==> src/rtl/md_seq.sv <==
// Iterative multiply/divide sequencer: 32-step shift-add multiply, 32-step
// restoring divide, sign fixup, and HI/LO result registers.
module md_seq #(
  parameter int WIDTH = 32
) (
  input  logic             clk,
  input  logic             rst,
  input  logic             start,
  input  logic [2:0]       op,
  input  logic [WIDTH-1:0] a,
  input  logic [WIDTH-1:0] b,
  output logic             busy,
  output logic             done,
  output logic [WIDTH-1:0] hi,
  output logic [WIDTH-1:0] lo
);

  localparam int CW = $clog2(WIDTH) + 1;

  localparam logic [2:0] OP_MULT  = 3'd1;
  localparam logic [2:0] OP_MULTU = 3'd2;
  localparam logic [2:0] OP_DIV   = 3'd3;
  localparam logic [2:0] OP_DIVU  = 3'd4;
  localparam logic [2:0] OP_MTHI  = 3'd5;
  localparam logic [2:0] OP_MTLO  = 3'd6;

  typedef enum logic [1:0] {S_IDLE, S_MUL, S_DIV, S_FIX} state_t;

  state_t             state_q;
  logic [CW-1:0]      cnt_q;
  logic [2*WIDTH-1:0] acc_q;
  logic [WIDTH-1:0]   mcand_q;
  logic [WIDTH-1:0]   mplr_q;
  logic               neg_q;
  logic               rneg_q;
  logic               div_q;
  logic               busy_q;
  logic               done_q;
  logic [WIDTH-1:0]   hi_q;
  logic [WIDTH-1:0]   lo_q;

  logic               sgn_op;
  logic               dz;
  logic [WIDTH:0]     mul_sum;
  logic [2*WIDTH-1:0] acc_mul_d;
  logic [WIDTH:0]     div_sh;
  logic [WIDTH:0]     div_dif;
  logic               div_ge;
  logic [2*WIDTH-1:0] acc_div_d;
  logic [2*WIDTH-1:0] prod_fix;
  logic [WIDTH-1:0]   quot_fix;
  logic [WIDTH-1:0]   rem_fix;

  function automatic logic [WIDTH-1:0] mag(input logic [WIDTH-1:0] v, input logic sgn);
    return (sgn && v[WIDTH-1]) ? -v : v;
  endfunction

  always_comb begin
    sgn_op  = (op == OP_MULT) || (op == OP_DIV);
    dz      = (b == '0);
    mul_sum = {1'b0, acc_q[2*WIDTH-1:WIDTH]} + {1'b0, mcand_q};
    acc_mul_d = mplr_q[0] ? {mul_sum, acc_q[WIDTH-1:1]} : {1'b0, acc_q[2*WIDTH-1:1]};
    // 33-bit trial subtract: bit WIDTH set means the shifted remainder was below the divisor
    div_sh  = {acc_q[2*WIDTH-1:WIDTH], acc_q[WIDTH-1]};
    div_dif = div_sh - {1'b0, mcand_q};
    div_ge  = ~div_dif[WIDTH];
    acc_div_d = div_ge ? {div_dif[WIDTH-1:0], acc_q[WIDTH-2:0], 1'b1}
                       : {div_sh[WIDTH-1:0], acc_q[WIDTH-2:0], 1'b0};
    prod_fix = neg_q  ? -acc_q : acc_q;
    quot_fix = neg_q  ? -acc_q[WIDTH-1:0] : acc_q[WIDTH-1:0];
    rem_fix  = rneg_q ? -acc_q[2*WIDTH-1:WIDTH] : acc_q[2*WIDTH-1:WIDTH];
  end

  always_ff @(posedge clk or negedge rst) begin
    if (!rst) begin
      state_q <= S_IDLE;
      cnt_q   <= '0;
      acc_q   <= '0;
      mcand_q <= '0;
      mplr_q  <= '0;
      neg_q   <= 1'b0;
      rneg_q  <= 1'b0;
      div_q   <= 1'b0;
      busy_q  <= 1'b0;
      done_q  <= 1'b0;
      hi_q    <= '0;
      lo_q    <= '0;
    end else begin
      done_q <= 1'b0;
      case (state_q)
        S_IDLE: begin
          if (start) begin
            case (op)
              OP_MULT, OP_MULTU: begin
                mcand_q <= mag(a, sgn_op);
                mplr_q  <= mag(b, sgn_op);
                neg_q   <= sgn_op & (a[WIDTH-1] ^ b[WIDTH-1]);
                rneg_q  <= 1'b0;
                acc_q   <= '0;
                cnt_q   <= '0;
                div_q   <= 1'b0;
                busy_q  <= 1'b1;
                state_q <= S_MUL;
              end
              OP_DIV, OP_DIVU: begin
                // With a zero divisor every trial succeeds, so the raw dividend
                // shifts through into the remainder and the quotient fills with ones.
                mcand_q <= mag(b, sgn_op);
                acc_q   <= {{WIDTH{1'b0}}, (dz ? a : mag(a, sgn_op))};
                neg_q   <= sgn_op & ~dz & (a[WIDTH-1] ^ b[WIDTH-1]);
                rneg_q  <= sgn_op & ~dz & a[WIDTH-1];
                cnt_q   <= '0;
                div_q   <= 1'b1;
                busy_q  <= 1'b1;
                state_q <= S_DIV;
              end
              OP_MTHI: begin
                hi_q   <= a;
                done_q <= 1'b1;
              end
              OP_MTLO: begin
                lo_q   <= a;
                done_q <= 1'b1;
              end
              default: ;
            endcase
          end
        end
        S_MUL: begin
          acc_q  <= acc_mul_d;
          mplr_q <= mplr_q >> 1;
          cnt_q  <= cnt_q + CW'(1);
          if (cnt_q == CW'(WIDTH - 1)) state_q <= S_FIX;
        end
        S_DIV: begin
          acc_q <= acc_div_d;
          cnt_q <= cnt_q + CW'(1);
          if (cnt_q == CW'(WIDTH - 1)) state_q <= S_FIX;
        end
        S_FIX: begin
          if (div_q) begin
            hi_q <= rem_fix;
            lo_q <= quot_fix;
          end else begin
            hi_q <= prod_fix[2*WIDTH-1:WIDTH];
            lo_q <= prod_fix[WIDTH-1:0];
          end
          done_q  <= 1'b1;
          busy_q  <= 1'b0;
          state_q <= S_IDLE;
        end
        default: state_q <= S_IDLE;
      endcase
    end
  end

  assign busy = busy_q;
  assign done = done_q;
  assign hi   = hi_q;
  assign lo   = lo_q;

endmodule

==> config.mk <==
export PLATFORM = sky130hd
export DESIGN_NAME = md_seq
export DESIGN_NICKNAME = d
export VERILOG_FILES = /design/src/rtl/md_seq.sv
export SDC_FILE = /design/constraint.sdc
export NUM_CORES = 1
export LEC_CHECK = 0
export BUFFER_PORTS_ARGS = -buffer_cell sky130_fd_sc_hd__buf_4
export CAP_MARGIN = 20
export CORE_MARGIN = 10
export CORE_UTILIZATION = 55
export CTS_CLUSTER_DIAMETER = 60
export CTS_CLUSTER_SIZE = 10
export DETAILED_ROUTE_END_ITERATION = 10
export PLACE_DENSITY_LB_ADDON = 0.12
export SLEW_MARGIN = 20
export SYNTH_ARGS = -nofsm -noshare
export SYNTH_HDL_FRONTEND = slang
export SYNTH_SLANG_ARGS = --single-unit
==> constraint.sdc <==
create_clock -name clk -period 7.32 [get_ports clk]
set_input_delay 0.366 -clock clk [delete_from_list [all_inputs] [get_ports clk]]
set_output_delay 0.366 -clock clk [all_outputs]
set_load 0.01 [all_outputs]
==> results of run 1 <==
[power groups by stage]
stage               registers [mW]  clock network, mW  logic [mW]
finish                        2.36               1.25        5.86
global route                  2.42               1.30        6.42
CTS                           2.33               1.26        5.75
detailed placement            2.34                  0        5.71
global placement              2.32                  0        5.64
floorplan                     2.09                  0        4.21
[cells in the final DEF (no fill, tap or decap), types with 12 or more instances in the layout]
cell / Yosys / final
o21ai_0: 212 / 211
ha_1: 73 / 72
clkbuf_16: 0 / 27
dfrtp_1: 205 / 205
nor3_1: 34 / 34
nand2b_1: 20 / 19
a21o_1: 44 / 44
o31ai_1: 21 / 21
nand4_1: 16 / 16
o211ai_1: 20 / 20
o41ai_1: 12 / 12
buf_4: 3 / 156
nor2b_1: 14 / 14
or3_1: 28 / 28
xnor2_1: 102 / 102
mux2_2: 14 / 14
nor4_1: 19 / 19
a211oi_1: 23 / 23
xor2_1: 94 / 94
nand3_1: 28 / 28
nand2_1: 232 / 232
and3_1: 14 / 14
a21oi_1: 233 / 232
mux2i_1: 61 / 61
a22o_1: 30 / 30
nor2_1: 193 / 193
o22ai_1: 31 / 31
a31oi_1: 26 / 24
inv_1: 67 / 67
or2_2: 13 / 13
[worst paths after layout]
path	depth (start not counted)	startpoint	to	slack, ns
max	11	acc_q[32]	acc_q[45]	3.27
max in group asynchronous	3	rst	acc_q[36]	5.50
max reg2reg	11	acc_q[32]	acc_q[45]	3.27
min	3	op[2]	done	0.15
min in group asynchronous	2	rst	lo[27]	0.38
min reg2reg	1	lo[24]	lo[24]	0.48
[through the flow]
stage / instance area [sq um] / std cells
4_1_cts: 18900 / 2607
3_5_place_dp: 18100 / 2568
2_1_floorplan: 17000 / 2162
3_3_place_gp: 18100 / 2568
5_1_grt: 18900 / 2607
6_report: 18900 / 2607
[registers in the layout, indices dropped and copies added (netlist names)]
signal,flops
hi,32
neg_q,1
done,1
lo,32
mcand_q,32
mplr_q,32
busy,1
acc_q,64
div_q,1
rneg_q,1
cnt_q,6
state_q,2
[repair_timing]
item	in CTS	in global routing
endpoints found under the hold margin	66	0
hold buffers	1	0
endpoints found under the setup margin	0	0
[critical path, stage by stage, from the launching register on]
cell,delay (ns)
dfrtp_1,0.59
inv_1,0.17
fa_1,0.48
nor2b_1,0.18
o211ai_1,0.13
a21oi_1,0.36
o2111a_1,0.29
o21a_1,0.20
nor3_1,0.15
nor3_1,0.87
o221ai_1,0.24
a22o_1,0.24
[cell type report]
| type | count | area [sq um] |
|---|---|---|
| repair buffers | 158 | 1190 |
| well taps | 396 | 495 |
| multi-input cells | 1741 | 11100 |
| clock inverters | 6 | 82.6 |
| fillers | 2799 | 11600 |
| inverters | 69 | 259 |
| flip-flops and latches | 205 | 5130 |
| clock buffers | 32 | 714 |
[per-layer routing]
layer / share of wire, % / vias to the layer above / routed length [um] / track usage [%]
met5: 0 / - / 0 / 0
met3: 10 / 139 / 6170 / 6.45
li1: - / 7836 / - / -
met2: 42 / 903 / 26100 / 45.6
met4: 3.8 / 0 / 2320 / 10.3
met1: 44 / 8214 / 26900 / 44.1
[cells by family (layout without fill, tap and decap cells)]
logic type	after synthesis	after routing	synth area share (%)
xor+xnor	196	196	10.1
fa+ha+maj	75	75	5.61
buf+inv	216	265	5.03
mux	75	75	4.52
simple gates	654	654	17.8
compound gates	741	741	26.7
flops	205	205	30.2
==> results by group, run 1 <==
Outcome
  – Run status: finished, final reports clean

Clock tree
  – Clock slew at the register clock pins of the worst setup and hold paths: roughly 0.060 ns
  – Postcts setup bufs: 0
  – Sink Count: between 200 and 250
  – CTS tree: yes
  – Worst-case clock buffer depth: 3
  – Cts bufs inserted: 27
  – Clock Tree Root: clkbuf_16
  – CTS H-tree lvls: 1
  – PostCTS Resize Cnt: 0
  – Worst skew pair latency: ~0.57 ns

Synthesis
  – Leading area contributor after synthesis: dfrtp_1
  – Post-synth EDFFs: 0
  – Yosys reg bits: between 200 and 250
  – Netlist area before placement: approximately 17000 sq um
  – Mapped Nets: around 2300
  – Synth Instances: between 2000 and 2500
  – Post-synth top flop: dfrtp_1
  – Sequential share of the synthesized area: 30.2%
  – Yosys top cell area share: a little under a third
  – Most frequent cell after synthesis: a21oi_1
  – Post-synth top cells: a21oi_1 (233), nand2_1 (232), o21ai_0 (212)
  – Synth warnings: 0
  – Yosys cell types: 79
  – Ys async rst share: 100%
  – Syn Area/Cell: 7.86 sq um
  – Top post-synthesis cells by area: dfrtp_1 (30%), a21oi_1 (6.9%), o21ai_0 (6.2%), ha_1 (5.4%), xnor2_1 (5.3%)

Timing
  – RSZ-0062 raised after global routing: no
  – # setup viols final: 0
  – Fin Setup TNS: 0 ns
  – Worst setup margin: 3.27 ns
  – Final hold viol count: 0
  – Peak Freq: 247 MHz
  – Min Tclk post-route: 4.05 ns
  – Slew Limit Fails: 0
  – Fin Hold WS: 0.147 ns
  – Measured slew at the worst slew-check pin: 1.15 ns
  – Final period util: a little under three fifths
  – Rel. slew slack: around a quarter
  – Clock Skew: roughly 0.026 ns

Critical path
  – Worst EP required: about 8 ns
  – Worst-path fanout max: 11
  – Setup CP Type: register to register
  – Startpoint class of the critical path: register
  – Arrival @ worst endpoint: approximately 4.5 ns
  – Crit. End Element: register

Run
  – Total of max-cap violations: 0

Cells and area
  – Area grow syn2layout: 11.6%
  – Layout Utilization: about 62%
  – Share of layout cells above drive strength 1: 10.9%
  – Inserted Diodes: 0
  – Final nets: 2347

GRT
  – Largest net degree at the start of global routing: approximately 100
  – First-pass GRT wire length: 95700 um
  – GRT overflow: 0
  – Initial antenna violation count: 0
  – Vias in the first global route: between 15000 and 20000
  – Gr usage total: 31.0%

Power and ir drop
  – Gate power share: around 62%
  – Seq pwr share: roughly a quarter
  – Peak supply drop: 488 uV
  – Cell internal pwr: around 4.7 mW
  – Total power: approximately 9.5 mW
  – Pwr dens: approximately 500 nW/um^2
  – Clk pwr share: a little over an eighth
  – Switching share of power: between 50 and 60%
  – Switch Pwr: ~4.8 mW
  – Leak: 8.48 nW

Route
  – Drt total wl: around 61000 um
  – DRC: 0
  – Vias post-DR: 17100
  – Wire per inst: 23.6 um
  – Via density: approximately 6.6
  – Final ANT Viol Nets: 0
  – Drt first pass iters: 6
  – Iteration-0 DRC Markers: 1934

Floorplan
  – Row count: 64
  – CORE AREA: roughly 31000 sq um
  – Initial core utilization: ~56%
  – Die area: 38300 sq um
  – Die height: 196 um
  – Die span in x: between 150 and 200 um
  – Io pins: around 140

Worst hold path
  – Hold WC Path Type: primary input to register

Place
  – Gpl congestion: 0.996
  – Setup slack at placement: about 3.4 ns
  – Detail Placement HPWL: 45900 um
  – Buffers on Ports: between 100 and 150
(Power assumes the default switching activity.)
==> inputs of run 2 (changes only) <==
Settings changed: ABC_AREA from default to 1.
Clock period 7.32 ns to 3.8 ns, I/O delays scaled along.
==> run 2 against run 1 <==
Largest cell class unchanged. Sequential share of layout area decreased by 4.0 points. Synthesized cell count increased by 55%. Sequential power increased by 91%. Global-route usage increased by 6.5 points. Utilization increased by 0.27 points. Via count increased by 40%. Synthesized area increased by 17%. Clock-buffer cell count increased by 4.
==> results by group, run 2 <==
Power and ir drop
  – Switch Pwr: 14.1 mW (+190%)
  – Clk pwr share: 11.7% (-1.5 points)
  – Pwr dens: 1080 nW/um^2 (+120%)
  – Gate power share: 69.5% (+7.6 points)
  – Peak supply drop: 1030 uV (+110%)
  – Seq pwr share: 18.8% (-6.1 points)
  – Switching share of power: 58.7% (+8.0 points)
  – Leak: 11.8 nW (+39%)
  – Cell internal pwr: 9.89 mW (+110%)

Synthesis
  – Leading area contributor after synthesis: dfrtp_1
  – Post-synth EDFFs: 0 (unchanged)
  – Yosys top cell area share: 25.8% (-4.4 points)
  – Post-synth top cells: nand2_1 (1065), inv_1 (420), nor2_1 (381)
  – Adder-cell share of the synthesized area: 4.79% (-0.82 points)
  – Post-synth top flop: dfrtp_1
  – Most frequent cell after synthesis: nand2_1
  – Mux cell area share after synthesis: 0.0503% (-4.5 points)
  – Yosys reg bits: 205 (unchanged)
  – Synth warnings: 0 (unchanged)
  – Synth Instances: 3353 (+55%)
  – Sequential share of the synthesized area: 25.8% (-4.4 points)
  – Ys async rst share: 100% (unchanged)
  – Post-synthesis xor/xnor area fraction: 2.64% (-7.5 points)
  – Largest family of logic cells by synthesized area: simple AND/OR/NAND/NOR gates
  – Compound-Gate Fraction of Synth Area: 15.9% (-11 points)
  – Top post-synthesis cells by area: dfrtp_1 (26%), nand2_1 (20%), nand3_1 (8.1%), inv_1 (7.9%), nor2_1 (7.2%)
  – Mapped Nets: 3498 (+52%)
  – Netlist area before placement: 19900 sq um (+17%)
  – Syn Area/Cell: 5.94 sq um (-24%)
  – Yosys cell types: 55 (-30%)
  – Simple-Gate Fraction of Synth Area: 39.9% (+22 points)

Floorplan
  – Die area: 44200 sq um (+15%)
  – CORE AREA: 35700 sq um (+17%)
  – Initial core utilization: 55.8% (+0.14 points)
  – Io pins: 136 (unchanged)
  – Die height: 210 um (+7.4%)
  – Die span in x: 210 um (+7.4%)
  – Row count: 69 (+7.8%)

GRT
  – Vias in the first global route: 22100 (+36%)
  – Largest net degree at the start of global routing: 99 (-4.8%)
  – Gr usage total: 37.4% (+6.5 points)
  – GRT overflow: 0 (unchanged)
  – Initial antenna violation count: 3 (+3)
  – First-pass GRT wire length: 129000 um (+35%)

Clock tree
  – Clock slew at the register clock pins of the worst setup and hold paths: 0.06 ns (about the same)
  – CTS tree: yes
  – Worst skew pair latency: 0.59 ns (+0.02 ns)
  – CTS H-tree lvls: 1 (unchanged)
  – Sink Count: 205 (unchanged)
  – Clock Tree Root: clkbuf_16
  – PostCTS Resize Cnt: 0 (unchanged)
  – Cts bufs inserted: 30 (+11%)
  – Worst-case clock buffer depth: 3 (unchanged)

Critical path
  – Worst EP required: 4.32 ns (-3.45 ns)
  – Critical Path Start: acc_q[31]
  – Worst R2R Path Depth: 18 (+7)
  – Reg-to-reg endpoint: acc_q[40]
  – CP peak stage delay: 0.46 ns (-0.41 ns)
  – R2R Path Start: acc_q[31]
  – Crit. End Element: register
  – Worst-path fanout max: 13 (+2)
  – Arrival @ worst endpoint: 3.70 ns (-0.80 ns)
  – Critical-path cell list: inv_1 -> ha_1 -> fa_1 -> inv_1 -> nand3_1 -> nand2_2 -> nand2_1 -> nand2_2 -> nand2_2 -> nand2_2 -> nand2_4 -> nand3_1 -> nand2_1 -> nand2_1 -> nand3_1 -> nand2_1 -> nand2_1 -> nand2_1
  – CP dominant cell by count: nand2_1
  – Worst R2R Setup Slack: 0.62 ns (-2.64 ns)
  – Worst setup path endpoint: acc_q[40]
  – CP max-delay cell: dfrtp_1
  – Setup CP Type: register to register
  – Startpoint class of the critical path: register

Run
  – Total of max-cap violations: 0 (unchanged)

Cells and area
  – Area grow syn2layout: 11.8%
  – Reg with most FFs: acc_q
  – Commonest non-fill, non-tap cell in the layout: nand2_1
  – # fillers: 3445 (+23%)
  – Largest register FFs: 64 (unchanged)
  – Share of layout cells above drive strength 1: 7.76% (-3.2 points)
  – Most frequent cells in the layout: nand2_1 (1065), inv_1 (418), nor2_1 (381)
  – Finished Layout Cells: 3917 (+50%)
  – Final nets: 3584 (+53%)

Route
  – Final ANT Viol Nets: 0 (unchanged)
  – Drt total wl: 85600 um (+39%)
  – Drt first pass iters: 7 (+1)
  – Vias post-DR: 24000 (+40%)
  – Iteration-0 DRC Markers: 3503 (+81%)
  – Wire per inst: 21.9 um (-7.3%)
  – Via density: 6.12 (-6.7%)
  – DRC: 0 (unchanged)

Worst hold path
  – Hold WC Path Type: primary input to register

Place
  – Gpl congestion: 1.11 (+11%)
  – Buffers on Ports: 135 (unchanged)
  – Detail Placement HPWL: 68200 um (+49%)
  – Placed insts: 3860 (+50%)

Timing
  – Peak Freq: 315 MHz (+28%)
  – # setup viols final: 0 (unchanged)
  – Clock Skew: 0.0297 ns (+0.00378 ns)
  – Final period util: 83.6% (+28 points)
  – Min Tclk post-route: 3.18 ns (-0.876 ns)
  – Measured slew at the worst slew-check pin: 1.13 ns (-0.0176 ns)
  – Final hold viol count: 0 (unchanged)
  – Slew Limit Fails: 0 (unchanged)
  – Rel. slew slack: 24.3% (+0.71 points)
  – RSZ-0062 raised after global routing: no
  – Fin Setup TNS: 0 ns (unchanged)

Outcome
  – Run status: finished, final reports clean
-- run 2: what timing repair did --
item	4_1_cts	5_1_grt
hold buffers	8	0
buffers inserted	0	0
endpoints found under the hold margin	102	0
-- run 2: cells by family (layout without fill, tap and decap cells) --
logic type | Yosys count | in the layout
compound gates | 557 | 557
xor+xnor | 60 | 60
fa+ha+maj | 75 | 75
buf+inv | 554 | 656
flops | 205 | 205
mux | 1 | 1
other cells | 0 | 1
simple gates | 1901 | 1901
-- run 2: critical path: cells and delay by family (launching register included) --
| kind | cells | cell delay, ns |
|---|---|---|
| and+or+nand+nor | 14 | 1.75 |
| adders and majority gates | 2 | 0.65 |
| DFF | 1 | 0.46 |
| buffers and inverters | 2 | 0.23 |
-- run 2: worst min path at each step --
stage	from	to	slack (ns)	depth (start not counted)
after floorplan	rst	acc_q[0]	-0.11	0
after global placement	rst	acc_q[53]	0.33	1
after detailed placement	rst	acc_q[53]	0.34	1
after CTS	a[13]	acc_q[13]	0.0001	3
after global routing	a[13]	acc_q[13]	0.01	3
final	a[3]	acc_q[3]	0.01	3
-- run 2: stage by stage --
stage	total power [mW]	cell area, sq um	utilization, %	setup slack, ns	hold slack [ns]
after CTS	23.2	22200	62.4	0.708	0.000114
final	24.0	22200	62.4	0.622	0.0120
after global placement	20.1	21200	59.4	0.855	0.333
after detailed placement	20.3	21200	59.4	0.736	0.341
after floorplan	15.1	19900	-	1.43	-0.106
after global routing	25.6	22200	62.4	0.358	0.0126
-- run 2: metal layers --
metal | wire (um) | part of all wire, % | global-route usage (%)
met5 | 24 | 0.028 | 0
met4 | 4550 | 5.3 | 17.2
met3 | 12400 | 14 | 11.6
met2 | 35000 | 41 | 54.0
met1 | 33600 | 39 | 50.1
-- run 2: power by group through the flow --
stage | Combinational (mW) | Sequential [mW] | Clock (mW)
2_1_floorplan | 11.0 | 4.08 | 0
3_3_place_gp | 15.7 | 4.38 | 0
3_5_place_dp | 15.9 | 4.42 | 0
4_1_cts | 16.0 | 4.39 | 2.80
5_1_grt | 18.2 | 4.54 | 2.89
6_report | 16.7 | 4.50 | 2.80
-- run 2: layout make-up --
type / instances / area (sq um) / area share [%]
Timing Repair Buffer: 174 / 1350 / 6.05
Sequential cell: 205 / 5130 / 23.1
Clock buffer: 36 / 825 / 3.71
Tap cell: 461 / 577 / 2.59
Multi-Input combinational cell: 2594 / 12600 / 56.6
Antenna cell: 1 / 2.50 / 0.0113
Inverter: 434 / 1630 / 7.33
Clock inverter: 12 / 154 / 0.692
